## src/rtl/ula_pkg.sv

```systemverilog
// Shared definitions for the 2-bit ULA and its operand loader:
// loader state codes, ALU control constants and the op legality check.
package ula_pkg;

    localparam int OP_W    = 3;
    localparam int STATE_W = 2;

    // Loader FSM; codes are shown directly on the LEDs
    typedef enum logic [STATE_W-1:0] {
        LOAD_A  = 2'b00,
        LOAD_B  = 2'b01,
        LOAD_OP = 2'b10,
        READY   = 2'b11
    } load_state_t;

    // ALU control codes understood by the ULA
    localparam logic [OP_W-1:0] A_E_B      = 3'b000;
    localparam logic [OP_W-1:0] A_OU_B     = 3'b001;
    localparam logic [OP_W-1:0] SOMA       = 3'b010;
    localparam logic [OP_W-1:0] A_E_NAO_B  = 3'b100;
    localparam logic [OP_W-1:0] A_OU_NAO_B = 3'b101;
    localparam logic [OP_W-1:0] SUBTRACAO  = 3'b110;
    localparam logic [OP_W-1:0] SLT        = 3'b111;

    // 011 has no ALU function assigned and must never reach the ULA
    function automatic logic is_legal_op(input logic [OP_W-1:0] code);
        logic ok;
        ok = 1'b0;
        case (code)
            A_E_B,
            A_OU_B,
            SOMA,
            A_E_NAO_B,
            A_OU_NAO_B,
            SUBTRACAO,
            SLT:     ok = 1'b1;
            default: ok = 1'b0;
        endcase
        return ok;
    endfunction

endpackage

```

## src/rtl/sync_rise_detect.sv

```systemverilog
// Three-flop synchronizer for a raw board switch plus a one-cycle rising-edge pulse.
// Ports: clk_2, reset (async, active-high), sw (raw level), rise (pulse, one clock).
module sync_rise_detect (
    input  logic clk_2,
    input  logic reset,
    input  logic sw,
    output logic rise
);

    logic s1;
    logic s2;
    logic s3;

    // s1/s2 resolve metastability; s3 holds the previous synchronized level
    always_ff @(posedge clk_2 or posedge reset) begin
        if (reset) begin
            s1 <= 1'b0;
            s2 <= 1'b0;
            s3 <= 1'b0;
        end else begin
            s1 <= sw;
            s2 <= s1;
            s3 <= s2;
        end
    end

    assign rise = s2 & ~s3;

endmodule

```

## src/rtl/ula_operand_loader.sv

```systemverilog
// Loads A, B and the ALU control code from one switch field on successive enter presses.
// Ports: clk_2, reset, data_in, enter, clear -> a, b, op, valid, op_illegal, state_code, op_count.
module ula_operand_loader
    import ula_pkg::*;
#(
    parameter int NBITS_OPERAND = 2,
    parameter int NBITS_OP      = 3,
    parameter int NBITS_IN      = 3,
    parameter int NBITS_COUNT   = 4
) (
    input  logic                     clk_2,
    input  logic                     reset,
    input  logic [NBITS_IN-1:0]      data_in,
    input  logic                     enter,
    input  logic                     clear,
    output logic [NBITS_OPERAND-1:0] a,
    output logic [NBITS_OPERAND-1:0] b,
    output logic [NBITS_OP-1:0]      op,
    output logic                     valid,
    output logic                     op_illegal,
    output logic [1:0]               state_code,
    output logic [NBITS_COUNT-1:0]   op_count
);

    load_state_t               state;
    logic                      rise;
    logic [NBITS_OPERAND-1:0]  operand_in;
    logic [NBITS_OP-1:0]       op_in;
    logic                      op_ok;

    sync_rise_detect u_enter_sync (
        .clk_2 (clk_2),
        .reset (reset),
        .sw    (enter),
        .rise  (rise)
    );

    // High bits of data_in beyond each field are simply not looked at
    assign operand_in = data_in[NBITS_OPERAND-1:0];
    assign op_in      = data_in[NBITS_OP-1:0];
    assign op_ok      = is_legal_op(op_in);

    always_ff @(posedge clk_2 or posedge reset) begin
        if (reset) begin
            state      <= LOAD_A;
            a          <= '0;
            b          <= '0;
            op         <= '0;
            valid      <= 1'b0;
            op_illegal <= 1'b0;
            op_count   <= '0;
        end else if (clear) begin
            // clear has priority; a coincident rise is dropped
            state      <= LOAD_A;
            a          <= '0;
            b          <= '0;
            op         <= '0;
            valid      <= 1'b0;
            op_illegal <= 1'b0;
        end else if (rise) begin
            unique case (state)
                LOAD_A: begin
                    a          <= operand_in;
                    op_illegal <= 1'b0;
                    state      <= LOAD_B;
                end
                LOAD_B: begin
                    b     <= operand_in;
                    state <= LOAD_OP;
                end
                LOAD_OP: begin
                    if (op_ok) begin
                        // op and valid update together so the ULA never
                        // sees a stale code alongside valid
                        op       <= op_in;
                        valid    <= 1'b1;
                        op_count <= op_count + NBITS_COUNT'(1);
                        state    <= READY;
                    end else begin
                        op_illegal <= 1'b1;
                    end
                end
                READY: begin
                    valid <= 1'b0;
                    state <= LOAD_A;
                end
                default: begin
                    state <= LOAD_A;
                end
            endcase
        end
    end

    assign state_code = state;

endmodule

```

## config.mk

```make
export PLATFORM = sky130hd
export DESIGN_NAME = ula_operand_loader
export DESIGN_NICKNAME = d
export VERILOG_FILES = /design/src/rtl/ula_pkg.sv /design/src/rtl/sync_rise_detect.sv /design/src/rtl/ula_operand_loader.sv
export SDC_FILE = /design/constraint.sdc
export NUM_CORES = 1
export LEC_CHECK = 0
export ABC_CLOCK_PERIOD_IN_PS = 1900
export CELL_PAD_IN_SITES_DETAIL_PLACEMENT = 1
export CELL_PAD_IN_SITES_GLOBAL_PLACEMENT = 2
export CORE_MARGIN = 2
export CORE_UTILIZATION = 30
export CTS_CLUSTER_SIZE = 12
export DETAILED_ROUTE_END_ITERATION = 10
export PLACE_DENSITY_LB_ADDON = 0.2
export SLEW_MARGIN = 40
export SYNTH_ARGS = -nofsm -noshare
export SYNTH_HDL_FRONTEND = slang
export SYNTH_SLANG_ARGS = --single-unit
```

## constraint.sdc

```tcl
create_clock -name clk_2 -period 1.9 [get_ports clk_2]
set_input_delay 0.57 -clock clk_2 [delete_from_list [all_inputs] [get_ports clk_2]]
set_output_delay 0.57 -clock clk_2 [all_outputs]
set_load 0.1 [all_outputs]
```

==> results.txt, run 1 <==
syn_nets = 87
Avg WL per Cell = 14.37 microns
Iteration-0 DRC Markers = 7
period utilization = 0.9040
n_diodes = 0
core box area = 2734 sq um
max_cap viols = 0
CP Max Fanout = 7
Slew Limit Headroom = 0.7805
Initial Utilization = 0.3140
Clock power frac = 0.236
vias in the first global route = 719
Final ANT Viol Nets = 0
Largest stage delay, worst path = 0.54 ns
iteration count of the initial detailed-routing pass = 3
CTS clk-pin slew, worst paths = 0.11 ns
clk buf depth = 2
Pins Over Slew Limit = 0
Critical Path Source Type = flop
cts repair resizes = 0
endpoints failing hold = 0
Power Dens Cells = 641.0 nW/um^2
Buf/Inv on CP = 1
nets@finish = 122
ys async rst share = 1.000
VDD IR max = 0.4604 mV
crit path cell chain = inv_1 > ha_1 > and4bb_2 > nand2_1 > mux2_1
Area growth syn-to-layout = 58.02%
Worst EP arrival = 1.91 ns
Synth area leader = dfrtp_1
status = complete, no violations
Sw Share = 0.3367
fmax = 582.2 MHz
I/O pin cnt = 22
Hold Path Class = flop to flop
Synth Flop Type = dfrtp_1
distinct cell type count after synthesis = 25
area share of the largest cell type after synthesis = 0.5248
EDFF count, synth = 0
top cells by area, synth = dfrtp_1 (52%), ha_1 (7.3%), mux2i_1 (5.8%)
GPL Wtd Cong = 0.6595
mapped cell area = 858.3 sq um
wire length of the first global-routing pass = 3.256 mm
total setup buffers inserted after CTS = 0
Reg power frac = 0.490
die area = 3305 sq um
share of cells above drive strength 1 = 0.3028
Final TNS setup = 0 ns
initial antenna violation count = 0
DR vias/cell = 4.886
CP Class = flop to flop
Clock Sinks = 18
Total GRT Usage = 0.1336
CP top delay family = flip-flops
largest net degree at the start of global routing = 12
CTS H-tree depth = 1
RSZ-0062 raised after global routing = no
clock latency at the later pin of the worst-skew pair = 0.30 ns
endpoints failing setup = 0
slowest stage cell, crit path = dfrtp_4
Hold Buf Count CTS = 0
Seq cells post-synth = 18
minimum clock period = 1.718 ns
Post-Syn Area per Cell = 11.44 sq um
Die Y = 57.49 microns
IO buf count = 21
via count = 684
internal power = 576.6 uW
final WL = 2.012 mm
top-count cell post-synth = dfrtp_1
DP Wirelength = 1.567 mm
YS warnings = 0
leakage = 0.0006328 uW
Non-Filler Instances = 140
Num CTS Buffers = 3
critical path depth = 5
crit end category = flop
Comb power frac = 0.273
die width = 57.49 microns
Worst Max-Slew Pin Slew = 0.3289 ns
DRC Markers = 0
worst setup skew after layout = 0.003692 ns
placed cells = 136
r2r worst-path depth = 5
Switch Pwr = 292.7 uW
clock root buffer = clkbuf_4
CTS tree = built
Post-Synthesis Cells = 75
critical path data required time = 2.10 ns
Seq/Total Area, Yosys = 0.5248
FP Rows = 19
most frequent cells after synthesis = dfrtp_1 (18), nor2_1 (7), inv_1 (6)
hold path cells = 0
grt ovf = 0
-- metrics by stage --
stage          total power [uW]  hold WS (ns)  cell area, sq um  utilization  worst slack [ns]
5_1_grt                   907.5        0.3809              1356       0.4961           0.05617
3_5_place_dp              675.3        0.3426              1330       0.4865           -0.1113
2_1_floorplan             564.3        0.3312             863.3            -            0.1050
6_report                  869.3        0.3615              1356       0.4961            0.1825
4_1_cts                   886.1        0.3669              1356       0.4961            0.1557
3_3_place_gp              670.9        0.3351              1330       0.4865          -0.09815
-- path summary, 6_finish.rpt --
| check | from | endpoint | slack [ns] |
|---|---|---|---|
| max | state_code[0]$_DFFE_PP0P_ | op_count[1]$_DFFE_PP0P_ | 0.18 |
| min | u_enter_sync.s1$_DFF_PP0_ | u_enter_sync.s2$_DFF_PP0_ | 0.36 |
| max reg2reg | state_code[0]$_DFFE_PP0P_ | op_count[1]$_DFFE_PP0P_ | 0.18 |
| min reg2reg | u_enter_sync.s1$_DFF_PP0_ | u_enter_sync.s2$_DFF_PP0_ | 0.36 |
| max in group asynchronous | reset | op[1]$_DFFE_PP0P_ | 0.90 |
| min in group asynchronous | reset | op_count[2]$_DFFE_PP0P_ | 0.53 |
-- metal layers --
layer / vias up / part of all wire / GRT usage
li1: 329 / - / -
met1: 334 / 0.43 / 0.1534
met2: 16 / 0.50 / 0.2338
met3: 5 / 0.041 / 0.02494
met4: 0 / 0.024 / 0.06977
met5: - / 0 / 0
-- state kept, by name, summed over array words and instances, names as in the netlist --
register,cells
op_count,4
op,3
a,2
b,2
state_code,2
op_illegal,1
u_enter_sync.s1,1
u_enter_sync.s2,1
u_enter_sync.s3,1
valid,1
-- final cells by class --
cell class | instances | area, sq um
Fill cell | 299 | 1378
Tap cell | 31 | 38.79
Clock buffer | 4 | 26.28
Multi-Input combinational cell | 49 | 370.4
Sequential cell | 18 | 455.4
Timing Repair Buffer | 32 | 442.9
Inverter | 6 | 22.52
-- kinds of logic after synthesis --
| logic type | after synthesis | share of synthesized area |
|---|---|---|
| xor gates and xnor gates | 3 | 0.03062 |
| adders and majority gates | 5 | 0.07289 |
| and+or+nand+nor | 24 | 0.1677 |
| buffers and inverters | 8 | 0.04372 |
| AOI/OAI and AO/OA | 10 | 0.07580 |
| muxes | 7 | 0.08455 |
| DFF | 18 | 0.5248 |
-- power by group through the flow --
stage | registers, uW | clock network, uW | logic [uW]
finish | 426 | 206 | 238
floorplan | 519 | 0 | 45.6
global route | 430 | 226 | 251
global placement | 433 | 0 | 238
detailed placement | 434 | 0 | 241
CTS | 427 | 217 | 242
-- layout by cell type (no fill, tap or decap), types with 3 or more instances in the layout --
cell type	n
dfrtp_1	16
buf_12	15
buf_4	11
nor2_1	7
inv_1	6
clkdlybuf4s50_1	6
mux2i_1	5
ha_1	5
nand3b_1	4
nand2_1	3
xnor2_1	3
nand3_1	3
o21ai_0	3
a21oi_1	3
clkbuf_4	3
Power figures use the tool's default switching activity.
==> run 2, diff against run 1 <==
--- a/config.mk
+++ b/config.mk
@@ -5,11 +5,13 @@
 export SDC_FILE = /design/constraint.sdc
 export NUM_CORES = 1
 export LEC_CHECK = 0
+export ABC_AREA = 1
 export ABC_CLOCK_PERIOD_IN_PS = 1900
+export CAP_MARGIN = 20
 export CELL_PAD_IN_SITES_DETAIL_PLACEMENT = 1
 export CELL_PAD_IN_SITES_GLOBAL_PLACEMENT = 2
-export CORE_MARGIN = 2
-export CORE_UTILIZATION = 30
+export CORE_MARGIN = 5
+export CORE_UTILIZATION = 27
 export CTS_CLUSTER_SIZE = 12
 export DETAILED_ROUTE_END_ITERATION = 10
 export PLACE_DENSITY_LB_ADDON = 0.2
==> run 2 against run 1 <==
Effect of this change: maximum frequency rose by 8.7%; core utilization fell by 6.3 points; routed wire length rose by 6.8%; synthesized area rose by 0.29%; largest cell class unchanged.
==> results.txt, run 2 <==
Power Dens Cells = 961.2 nW/um^2 (+50%)
DRC Markers = 0 (unchanged)
multi-input logic area = 361.6 sq um (-2.4%)
vias in the first global route = 812 (+13%)
Post-Syn Area per Cell = 8.198 sq um (-28%)
Slew Limit Headroom = 0.8113 (+0.03083)
syn_nets = 117 (+34%)
n_diodes = 0 (unchanged)
Register Area = 451.7 sq um (-0.82%)
crit end category = output pin
Worst EP arrival = 1.01 ns (-0.90 ns)
worst setup skew after layout = 0.003216 ns (-0.0004760 ns)
share of cells above drive strength 1 = 0.1908 (-0.1119)
core box area = 3053 sq um (+12%)
largest register by flop count = op_count
Hold Buf Count CTS = 0 (unchanged)
Area growth syn-to-layout = 53.49%
Non-Filler Instances = 175 (+25%)
clock latency at the later pin of the worst-skew pair = 0.29 ns (about the same)
VDD IR max = 0.5599 mV (+22%)
via count = 748 (+9.4%)
top cells by area, synth = dfrtp_1 (52%), nand2_1 (19%), ha_1 (7.3%)
CP Class = flop to output pin
crit path cell chain = buf_12
IO buf count = 21 (unchanged)
die width = 66.47 microns (+16%)
Num CTS Buffers = 3 (unchanged)
nets@finish = 144 (+18%)
CTS tree = built
top-count cell post-synth = nand2_1
clock root buffer = clkbuf_4
Worst Max-Slew Pin Slew = 0.2800 ns (-0.04885 ns)
period utilization = 0.8316 (-0.07240)
Iteration-0 DRC Markers = 6 (-1)
final WL = 2.148 mm (+6.8%)
Largest stage delay, worst path = 0.50 ns (-0.04 ns)
Synth area leader = dfrtp_1
max_cap viols = 0 (unchanged)
Total GRT Usage = 0.1089 (-0.02477)
GPL Wtd Cong = 0.7573 (+15%)
slowest stage cell, crit path = dfrtp_1
Critical Path Source Type = flop
DR vias/cell = 4.274 (-13%)
DP Wirelength = 1.740 mm (+11%)
max reg flops = 4 (unchanged)
Hold Path Class = flop to flop
Post-Synthesis Cells = 105 (+40%)
I/O pin cnt = 22 (unchanged)
leakage = 0.0006571 uW (+3.8%)
total setup buffers inserted after CTS = 0 (unchanged)
ys async rst share = 1.000 (unchanged)
Initial Utilization = 0.2820 (-0.03199)
die area = 4418 sq um (+34%)
Seq/Total Area, Yosys = 0.5233 (-0.001526)
Die Y = 66.47 microns (+16%)
initial antenna violation count = 0 (unchanged)
FP Rows = 20 (+1)
most frequent cells in the layout = nand2_1 (43), dfrtp_1 (17), buf_12 (15)
CP top delay family = flip-flops
fill cell count = 368 (+23%)
commonest non-fill, non-tap cell in the layout = nand2_1
wire length of the first global-routing pass = 3.705 mm (+14%)
clk buf depth = 2 (unchanged)
cts repair resizes = 0 (unchanged)
most frequent cells after synthesis = nand2_1 (43), dfrtp_1 (18), inv_1 (12)
CTS clk-pin slew, worst paths = 0.10 ns (about the same)
placed cells = 171 (+26%)
iteration count of the initial detailed-routing pass = 3 (unchanged)
biggest registers after layout = op_count x4, op x3
Buf/Inv on CP = 1 (unchanged)
YS warnings = 0 (unchanged)
minimum clock period = 1.580 ns (-0.1376 ns)
EDFF count, synth = 0 (unchanged)
critical path data required time = 1.33 ns (-0.77 ns)
grt ovf = 0 (unchanged)
status = complete, no violations
Pins Over Slew Limit = 0 (unchanged)
Clock Sinks = 18 (unchanged)
endpoints failing hold = 0 (unchanged)
Final TNS setup = 0 ns (unchanged)
endpoints failing setup = 0 (unchanged)
fmax = 632.9 MHz (+8.7%)
distinct cell type count after synthesis = 13 (-48%)
Final ANT Viol Nets = 0 (unchanged)
Avg WL per Cell = 12.27 microns (-15%)
CTS H-tree depth = 1 (unchanged)
CP Max Fanout = 6 (-1)
mapped cell area = 860.8 sq um (+0.29%)
Synth Flop Type = dfrtp_1
largest net degree at the start of global routing = 19 (+7)
Seq cells post-synth = 18 (unchanged)
area share of the largest cell type after synthesis = 0.5233 (-0.001526)
RSZ-0062 raised after global routing = no
run 2: changes by cell type after synthesis, moves of 3 or more:
cell      previous run  this run
nor2_1               7         2
xnor2_1              3         0
nand3_1              3         7
inv_1                6        12
mux2i_1              5         0
a21oi_1              3         0
nand2_1              3        43
o21ai_0              3         9
nand3b_1             4         0
run 2: stage by stage:
stage	worst slack (ns)	total power (uW)	instance area [sq um]	hold WS, ns	utilization
after global placement	0.006146	1044	1285	0.3442	0.4209
final	0.3200	1270	1321	0.3616	0.4328
after detailed placement	0.05029	1050	1285	0.3420	0.4209
after floorplan	0.02166	819.5	862.1	0.3312	-
after global routing	0.2220	1340	1321	0.3822	0.4328
after CTS	0.3074	1293	1321	0.3677	0.4328
run 2: cell type report:
type | instances | area share
flip-flops and latches | 18 | 0.3419
repair buffers | 22 | 0.2784
multi-input cells | 74 | 0.2737
well taps | 44 | 0.04167
inverters | 13 | 0.03693
clock buffers | 4 | 0.02746
run 2: metal layers:
metal | GRT usage | up-vias | part of all wire
met2 | 0.1685 | 13 | 0.45
met3 | 0.04047 | 2 | 0.056
met5 | 0 | - | 0
li1 | - | 379 | -
met1 | 0.1412 | 354 | 0.48
met4 | 0.03046 | 0 | 0.0079
run 2: logic make-up (layout without fill, tap and decap cells):
group | Yosys count | count (layout) | share of synthesized area
AND/OR/NAND/NOR | 57 | 57 | 0.2732
buffers and inverters | 13 | 39 | 0.05668
flip-flops | 18 | 18 | 0.5233
adder cells (fa/ha/maj) | 5 | 5 | 0.07267
AO/OA/AOI/OAI | 11 | 11 | 0.06395
XOR/XNOR | 1 | 1 | 0.01018
run 2: final timing paths:
path	start	to	slack, ns	depth (start not counted)
hold / removal	u_enter_sync.s1$_DFF_PP0_	u_enter_sync.s2$_DFF_PP0_	0.36	0
setup / recovery	op_count[0]$_DFFE_PP0P_	op_count[0]	0.32	1
setup reg to reg	state_code[0]$_DFFE_PP0P_	valid$_DFFE_PP0P_	0.33	8
hold reg to reg	u_enter_sync.s1$_DFF_PP0_	u_enter_sync.s2$_DFF_PP0_	0.36	0
max in group asynchronous	reset	state_code[0]$_DFFE_PP0P_	1.10	3
min in group asynchronous	reset	u_enter_sync.s2$_DFF_PP0_	0.58	3
run 2: power by group:
| part | internal (uW) | switching [uW] | leakage [uW] |
|---|---|---|---|
| clock network | 117 | 118 | 0.0000210 |
| logic | 186 | 363 | 0.000399 |
| registers | 421 | 64.5 | 0.000237 |
==> run 3, diff against run 2 <==
--- a/config.mk
+++ b/config.mk
@@ -6,7 +6,7 @@
 export NUM_CORES = 1
 export LEC_CHECK = 0
 export ABC_AREA = 1
-export ABC_CLOCK_PERIOD_IN_PS = 1900
+export ABC_CLOCK_PERIOD_IN_PS = 1600
 export CAP_MARGIN = 20
 export CELL_PAD_IN_SITES_DETAIL_PLACEMENT = 1
 export CELL_PAD_IN_SITES_GLOBAL_PLACEMENT = 2
==> constraint.sdc (replaced) <==
create_clock -name clk_2 -period 1.6 [get_ports clk_2]
set_input_delay 0.48 -clock clk_2 [delete_from_list [all_inputs] [get_ports clk_2]]
set_output_delay 0.48 -clock clk_2 [all_outputs]
set_load 0.1 [all_outputs]
==> run 3 against run 2 <==
Effect of this change: cell count rose by 4.0%; critical endpoint is now state_code[0]; critical path depth rose by 1; core utilization rose by 2.3 points; highest routed layer unchanged.
==> results.txt, run 3 (synthesis results as in run 2) <==
placed cells = 176 (+2.9%)
top sig layer = met4
final WL = 2.257 mm (+5.1%)
CTS H-tree depth = 1 (unchanged)
Non-Filler Instances = 182 (+4.0%)
critical path data required time = 1.12 ns (-0.21 ns)
initial antenna violation count = 0 (unchanged)
Final ANT Viol Nets = 0 (unchanged)
CP Max Fanout = 3 (-3)
VDD IR max = 0.4993 mV (-11%)
DR WL met2 = 1.124 mm (+16%)
CTS tree = built
Die Y = 66.47 microns (unchanged)
die width = 66.47 microns (unchanged)
minimum clock period = 1.571 ns
Worst EP arrival = 1.09 ns (+0.08 ns)
max reg flops = 4 (unchanged)
WL met1 = 1.009 mm (-2.8%)
Area growth syn-to-layout = 61.77%
max_cap viols = 0 (unchanged)
fmax = 636.4 MHz
via count = 764 (+2.1%)
DR vias/cell = 4.198 (-1.8%)
biggest registers after layout = op_count x4, op x3
most frequent cells in the layout = nand2_1 (43), dfrtp_1 (16), buf_12 (15)
I/O pin cnt = 22 (unchanged)
share of cells above drive strength 1 = 0.2609 (+0.07003)
clock root buffer = clkbuf_4
multi-input logic area = 382.9 sq um (+5.9%)
Power Dens Cells = 1078 nW/um^2 (+12%)
largest net degree at the start of global routing = 12 (-7)
period utilization = 0.9820
fill cell count = 385 (+4.6%)
DP Wirelength = 1.789 mm (+2.8%)
clk buf depth = 2 (unchanged)
Slew Limit Headroom = 0.8310 (+0.01963)
Register Area = 455.4 sq um (+0.83%)
Final TNS setup = 0 ns (unchanged)
commonest non-fill, non-tap cell in the layout = nand2_1
Worst Max-Slew Pin Slew = 0.2509 ns (-0.02915 ns)
hold path cells = 0 (unchanged)
die area = 4418 sq um (unchanged)
DRC Markers = 0 (unchanged)
largest register by flop count = op_count
RSZ-0062 raised after global routing = yes
endpoints failing hold = 0 (unchanged)
Avg WL per Cell = 12.40 microns (+1.0%)
grt ovf = 0 (unchanged)
endpoints failing setup = 0 (unchanged)
IO buf count = 21 (unchanged)
Hold Path Class = flop to flop
n_diodes = 0 (unchanged)
Hold Buf Count CTS = 0 (unchanged)
leakage = 0.0006842 uW (+4.1%)
met3 WL = 99 microns (-18%)
GPL Wtd Cong = 0.7508 (-0.86%)
CP Class = flop to output pin
Num CTS Buffers = 3 (unchanged)
Critical Path Source Type = flop
CTS clk-pin slew, worst paths = 0.11 ns (about the same)
status = complete, no violations
nets@finish = 151 (+4.9%)
Total Power = 1501 uW (+18%)
r2r worst-path depth = 8 (unchanged)
FP Rows = 20 (unchanged)
Clock Sinks = 18 (unchanged)
iteration count of the initial detailed-routing pass = 3 (unchanged)
crit end category = output pin
core box area = 3053 sq um (unchanged)
worst setup skew after layout = 0.01510 ns (+0.01189 ns)
Pins Over Slew Limit = 0 (unchanged)
vias in the first global route = 820 (+0.99%)
Total GRT Usage = 0.1129 (+0.004002)
wire length of the first global-routing pass = 3.774 mm (+1.9%)
hold slack final = 0.3706 ns (+0.009031 ns)
Initial Utilization = 0.2820 (unchanged)
clock latency at the later pin of the worst-skew pair = 0.30 ns (about the same)
Iteration-0 DRC Markers = 9 (+3)
==> run 3: final cells by class <==
class,instances,share of cell area
inverter,13,0.03504
timing repair buffer,29,0.3046
sequential,18,0.3270
tap,44,0.03953
clock buffer,4,0.01887
multi-input combinational,74,0.2749
==> run 3: timing repair <==
action	4_1_cts	5_1_grt
buffers inserted	0	2
gates resized for setup	1	6
setup endpoints to repair	4	6
pin swaps	1	2
==> run 3: routing by layer <==
layer / GRT usage / up-vias
met5: 0 / -
met4: 0.03046 / 0
met3: 0.04216 / 2
met2: 0.1884 / 13
met1: 0.1352 / 349
li1: - / 400
==> run 3: worst max-delay path, stage by stage (launching register included) <==
cell and delay, ns:
dfrtp_4 0.50, buf_6 0.13, buf_12 0.15
==> run 3: through the flow <==
| step | setup slack, ns | cell area [sq um] | utilization |
|---|---|---|---|
| after detailed placement | -0.1822 | 1326 | 0.4344 |
| after CTS | -0.01069 | 1358 | 0.4447 |
| after global placement | -0.1870 | 1326 | 0.4344 |
| after global routing | -0.01499 | 1393 | 0.4561 |
| final | 0.02874 | 1393 | 0.4561 |
| after floorplan | 0.02449 | 865.8 | - |
==> run 3: power by group <==
group	internal (uW)	switching, uW	total (uW)
Sequential	503	72.4	575
Clock	97.1	140	238
Combinational	244	445	688
Total	844	657	1500
==> run 3: path summary, 6_finish.rpt <==
path | start | to | slack, ns
max in group asynchronous | reset | state_code[0]$_DFFE_PP0P_ | 0.95
worst max register to register | state_code[0]$_DFFE_PP0P_ | state_code[0]$_DFFE_PP0P_ | 0.11
worst max-delay path | state_code[0]$_DFFE_PP0P_ | state_code[0] | 0.03
worst min register to register | u_enter_sync.s1$_DFF_PP0_ | u_enter_sync.s2$_DFF_PP0_ | 0.37
min in group asynchronous | reset | u_enter_sync.s1$_DFF_PP0_ | 0.47
worst min-delay path | u_enter_sync.s1$_DFF_PP0_ | u_enter_sync.s2$_DFF_PP0_ | 0.37
